[src/rtl/bus_fifo_bridge.sv]
// Producer-to-CPU bridge: DEPTH-entry FIFO drained over a 4-phase sent/received
// handshake, with sticky overflow, occupancy count and CPU-side flush.
module bus_fifo_bridge #(
   parameter int WIDTH = 8,
   parameter int DEPTH = 4,
   parameter int CNTW  = $clog2(DEPTH) + 1
) (
   input  logic             clk,
   input  logic             reset,
   input  logic [WIDTH-1:0] bus_input,
   input  logic             bus_input_valid,
   output logic             bus_received,
   output logic [WIDTH-1:0] bus_data,
   output logic             bus_sent,
   input  logic             cpu_received,
   input  logic             cpu_flush,
   output logic [CNTW-1:0]  fifo_count,
   output logic             overflow
);

   localparam int AW = $clog2(DEPTH);

   typedef enum logic [1:0] {IDLE, PRESENT, WAIT_LOW} state_t;

   state_t           state, state_nxt;
   logic [WIDTH-1:0] mem [DEPTH];
   logic [AW-1:0]    wptr, rptr;
   logic             full, push_ok, pop;

   assign full    = (fifo_count == CNTW'(DEPTH));
   assign push_ok = bus_input_valid && !full && !cpu_flush;

   always_ff @(posedge clk) begin
      if (reset) state <= IDLE;
      else       state <= state_nxt;
   end

   // Flush suppresses the IDLE pop so an emptied FIFO is never read.
   always_comb begin
      state_nxt = state;
      case (state)
         IDLE:     if (fifo_count != '0 && !cpu_flush) state_nxt = PRESENT;
         PRESENT:  if (cpu_received)                   state_nxt = WAIT_LOW;
         WAIT_LOW: if (!cpu_received)                  state_nxt = IDLE;
         default:                                      state_nxt = IDLE;
      endcase
   end

   always_comb begin
      pop      = (state == IDLE) && (fifo_count != '0) && !cpu_flush;
      bus_sent = (state == PRESENT);
   end

   always_ff @(posedge clk) begin
      if (!reset && push_ok) mem[wptr] <= bus_input;
   end

   always_ff @(posedge clk) begin
      if (reset) begin
         wptr         <= '0;
         rptr         <= '0;
         fifo_count   <= '0;
         overflow     <= 1'b0;
         bus_received <= 1'b0;
         bus_data     <= '0;
      end else if (cpu_flush) begin
         wptr         <= '0;
         rptr         <= '0;
         fifo_count   <= '0;
         overflow     <= 1'b0;
         bus_received <= 1'b0;
      end else begin
         bus_received <= push_ok;
         if (push_ok) wptr <= wptr + AW'(1);
         if (bus_input_valid && full) overflow <= 1'b1;
         if (pop) begin
            bus_data <= mem[rptr];
            rptr     <= rptr + AW'(1);
         end
         fifo_count <= fifo_count + CNTW'(push_ok) - CNTW'(pop);
      end
   end

endmodule

[config.mk]
export PLATFORM = sky130hd
export DESIGN_NAME = bus_fifo_bridge
export DESIGN_NICKNAME = d
export VERILOG_FILES = /design/src/rtl/bus_fifo_bridge.sv
export SDC_FILE = /design/constraint.sdc
export NUM_CORES = 1
export LEC_CHECK = 0
export CAP_MARGIN = 20
export CELL_PAD_IN_SITES_DETAIL_PLACEMENT = 1
export CELL_PAD_IN_SITES_GLOBAL_PLACEMENT = 1
export CORE_ASPECT_RATIO = 0.9
export CORE_UTILIZATION = 47
export DETAILED_ROUTE_END_ITERATION = 10
export PLACE_DENSITY = 0.93
export SYNTH_ARGS = -nofsm -noshare
export SYNTH_HDL_FRONTEND = slang
export SYNTH_SLANG_ARGS = --single-unit
export TNS_END_PERCENT = 100
[constraint.sdc]
create_clock -name clk -period 6.2 [get_ports clk]
set_clock_uncertainty 0.05 [all_clocks]
set_input_delay 0.93 -clock clk [delete_from_list [all_inputs] [get_ports clk]]
set_output_delay 0.93 -clock clk [all_outputs]
set_load 0.05 [all_outputs]
# --- Word-level counts from Yosys, hierarchy flattened ---
# Memories as Yosys holds them, arrays and structs flattened. A register that Yosys moved wholly into a read port is not among the register bits.
# Cells that the tools add are included.
totals:
  ff_bits: 11
  ramBits: 32
  inputBits: 13
  out_inout_bits: 14
  wordCells: 39
  n_memories: 1
memory_table:
  columns: ["memory", "words", "width", "rd", "rd_clocked_by_memory_dff", "wr", "line", "source"]
  rows:
  - ["mem", 4, 8, 1, 1, 1, "26", "logic [WIDTH-1:0] mem [DEPTH];"]
classes:
  n_addsub: 4
  eq_ne: 6
  mux: 6
  bitwise: 1
  n_reduce_logical: 15
op_table:
  columns: ["cell", "n"]
  rows:
  - ["1-bit logical AND", 7]
  - ["2-bit 2-to-1 mux", 3]
  - ["2-bit case mux with 3 select lines", 1]
  - ["2-bit by 1-bit adder with 2-bit output (second input constant)", 2]
  - ["2-bit inequality test (second input constant)", 2]
  - ["3-bit by 1-bit adder with 3-bit output", 1]
  - ["3-bit == test (second input constant)", 1]
  - ["1-bit logical NOT", 3]
  - ["3-bit AND reduction", 1]
  - ["3-bit nonzero test", 1]
  - ["3-bit by 1-bit subtractor with 3-bit output", 1]
  - ["2-bit by 1-bit == test with 1-bit output (second input constant)", 1]
  - ["2-bit == test (second input constant)", 1]
  - ["2-bit logical NOT", 1]
  - ["1-bit 2-to-1 mux", 2]
  - ["2-bit by 1-bit inequality test with 1-bit output (second input constant)", 1]
  - ["2-bit AND reduction", 1]
  - ["2-bit OR reduction", 1]
  - ["1-bit NOT", 1]

# --- Depth between registers and ports, before layout ---
logic_depth:
  ltp_word: 7
  ltp_mapped: 11
  ltp_nobuf: 10

# --- Least setup slack after synthesis ---
# Ideal clock, no wire load.
synth_timing:
  path_type: "input to register"
  from: "in cpu_flush"
  to: "reg fifo_count[2]"
  setup_ns: 0.078
  arrival_ns: 2.740
  required_time_ns: 6.072
  setup_slack_ns: 3.333
  stages: 11
  n_path_buf: 1
  cell_sequence: "or3_4 -> clkbuf_1 -> nor2_1 -> ha_1 -> inv_1 -> ha_1 -> inv_1 -> fa_1 -> xor2_1 -> and2_1 -> nor3_1"
synth_between:
  elab_cells_between_ends: 6
  cone_classes: "2 x add/sub; 4 x reduce/logical"
synth_rtl:
  columns: ["element", "line", "source"]
  rows:
  - ["from (decl)", "16", "input logic cpu_flush,"]
  - ["1-bit logical NOT", "50", "pop = (state == IDLE) && (fifo_count != '0) && !cpu_flush;"]
  - ["1-bit logical AND", "50", null]
  - ["via pop", "28", "logic full, push_ok, pop;"]
  - ["3-bit by 1-bit subtractor with 3-bit output", "80", "fifo_count <= fifo_count + CNTW'(push_ok) - CNTW'(pop);"]
  - ["to (signal assigned)", "80", null]
  - ["to (decl)", "17", "output logic [CNTW-1:0] fifo_count,"]
# The timed path passes the listed nets, and every way through them passes these cells.
# A chain may end at the register's enable or synchronous reset.

# --- Worst setup path after layout ---
layout_timing:
  from: "in bus_input_valid"
  to: "reg fifo_count[2]"
layout_between:
  elab_chain_cells: 4
layout_lines:
  columns: ["element", "line", "source"]
  rows:
  - ["from (decl)", "11", "input logic bus_input_valid,"]
  - ["1-bit logical AND (2 in series)", "31", "assign push_ok = bus_input_valid && !full && !cpu_flush;"]
  - ["3-bit by 1-bit adder with 3-bit output", "80", null]
  - ["3-bit by 1-bit subtractor with 3-bit output", "80", null]
# No other way between the ends.

==> flow_summary.ini <==
[run_status]
outcome = complete, but fails checks
violations = design-rule violations

[critical_path]
worstSetupEndpointType = flop
critPathRequiredTime_ns = 6.39
critical_path_class = input port to flop
crit_start = bus_input_valid
worstPathArrival_ns = 3.32
path_max_fanout = 4
reg2reg_from = fifo_count[2]$_SDFF_PP0_
setup.worst_path.start_class = input port

[final_layout]
fill_cells = 401
area_delta_synth_final_pct = 18.88
final_cell_area_um2 = 2419
antennaDiodeCount = 0
drive_gt1_share_pct = 12.21
multi_input_area_um2 = 633.1
seq_area_um2 = 1341
nets = 191

[clocking]
clock-sinks = 51
clockBufferDepth = 2
clkLatencyLatePin_ns = 0.31
htreeDepth = 2
numCtsBuffers = 5
cts.clk_slew.worst_paths_ns = 0.10
ctsResizeCount = 0
ctsHoldBuffers = 0
clockRootBuffer = clkbuf_8
post_cts_buffers = 0
cts_tree = yes

[pwr]
ir_drop_mv = 0.1414
total_leakage_power_nw = 0.7985
p_per_area_nw_per_um2 = 260.8

[global_route]
grt_pass1_wl_um = 6686
grt_util_all_layers_pct = 19.77
grt_pass1_vias = 1323
grt_max_degree = 17
grt_overflow = 0
antenna_found_initial = 0

[place]
globalplace.congestion = 0.7451
place_hpwl_um = 2807
placed_area_um2 = 2325
port_buffers = 26

[detailed_routing]
drt_iter0_markers = 93
ant_nets = 0
via_count = 1233
routed_via_density = 5.605
wl_um = 4038
drc = 3
post_drt_wl_per_cell_um = 18.35
firstDrtPassIters = 7

[sta]
slew_violations = 0
fmax_ghz = 0.3193
tightest_slew_ns = 0.6482
min_period_over_period_pct = 50.51
rsz0062_at_grt = no
fin_tns_setup_ns = 0
slew_headroom_pct = 56.55
hold_viol = 0
setup_viol = 0
finalCriticalPeriod_ns = 3.132

[synth]
synth.most_common_cell = edfxtp_1
syn_area_um2 = 2034
synth_cells = 144
ys_ff_latch = 51
syn_area_per_cell_um2 = 14.13
yosys.area.top_type_share_pct = 47.23
synth.cells.most_frequent = 32 x edfxtp_1, 19 x dfxtp_1, 13 x a21oi_1
synth-edff-count = 32
seq_area_frac_synth_pct = 65.93
synth_nets = 164
synth_cell_type_count = 26
yosys-top-cells-area = edfxtp_1 47%, dfxtp_1 19%, mux4_2 8.9%
yosysWarnings = 0
async_reset_ff_share_pct = 0
yosys.area.top_type = edfxtp_1
synth_ff_type = edfxtp_1

[job]
cap_violations = 0

[floorplan]
die_area_um2 = 4596
start_util_pct = 49.60
pin_count = 27
die_h_um = 64.42
die_width_um = 71.35
rows = 22
core_area_um2 = 4101

[worst_hold_path]
worstHoldStart = bus_data[1]$_SDFFE_PP0P_
hp-class = flop to flop
[final timing paths]
kind	depth (start not counted)	to	slack, ns
hold reg to reg	2	bus_data[1]$_SDFFE_PP0P_	0.44
setup reg to reg	10	fifo_count[2]$_SDFF_PP0_	3.58
setup / recovery	11	fifo_count[2]$_SDFF_PP0_	3.07
hold / removal	2	bus_data[1]$_SDFFE_PP0P_	0.44
[placed cells by master (no fill, tap or decap)]
cell type,count
a22oi_1,1
fa_1,1
edfxtp_1,32
dfxtp_1,19
mux4_2,8
clkinv_2,1
o21ai_0,11
xor2_1,1
and2b_1,1
or3b_2,1
clkdlybuf4s50_1,26
o31ai_1,1
or4_1,1
xnor2_1,1
nor3_1,3
nand3_1,11
a21oi_1,13
nor3b_1,1
clkbuf_8,5
buf_2,1
or3_4,1
nor2_1,6
inv_1,8
or3_1,2
ha_1,6
or2_1,1
and2_1,5
clkinvlp_4,2
nor3_2,2
[stage by stage]
| step | cells | power [W] | utilization, % | hold WS [ns] | setup WS [ns] |
|---|---|---|---|---|---|
| floorplan | 144 | 0.0004223 | - | 0.4337 | 3.333 |
| finish | 220 | 0.0006309 | 58.97 | 0.4350 | 3.068 |
| global route | 220 | 0.0006566 | 58.97 | 0.4709 | 2.942 |
| global placement | 211 | 0.0004439 | 56.68 | 0.4083 | 2.902 |
| detailed placement | 211 | 0.0004491 | 56.68 | 0.4274 | 2.747 |
| CTS | 219 | 0.0006346 | 58.85 | 0.4393 | 3.055 |
[flip-flops by register name, summed over array words and instances (netlist names)]
register	cells
bus_data	8
mem	32
rptr	2
wptr	2
overflow	1
fifo_count	3
bus_received	1
state	2
[critical path, cell delays in order]
cell,delay [ns]
clkdlybuf4s50_1,0.52
inv_1,0.11
or3_1,0.36
ha_1,0.31
inv_1,0.09
ha_1,0.15
inv_1,0.05
fa_1,0.37
xor2_1,0.16
and2_1,0.16
nor3_1,0.11
[cell type report]
type	count	share of cell area (%)
clock buffers	5	2.845
clock inverters	3	0.8277
inverters	8	1.242
multi-input cells	78	26.18
flip-flops and latches	51	55.46
well taps	48	2.483
repair buffers	27	10.97
[layer usage]
layer	up-vias	routed length [µm]	GRT usage, %
li1	587	-	-
met1	619	1779	24.66
met2	23	2113	33.10
met3	4	109	6.065
met4	0	36	6.250
met5	-	0	0
[where the power goes]
part           internal [W]  switching (W)  leakage [nW]  total (W)
combinational     0.0000267      0.0000424         0.315  0.0000691
sequential         0.000367     0.00000592         0.443   0.000373
clock             0.0000787       0.000110        0.0402   0.000189
[cells by family after synthesis]
logic type / synth area share [%]
buffers and inverters: 2.952
DFF: 65.93
AOI/OAI and AO/OA: 6.642
muxes: 8.856
xor gates and xnor gates: 0.8612
and+or+nand+nor: 10.09
adders and majority gates: 4.674
Power figures use the tool's default switching activity.
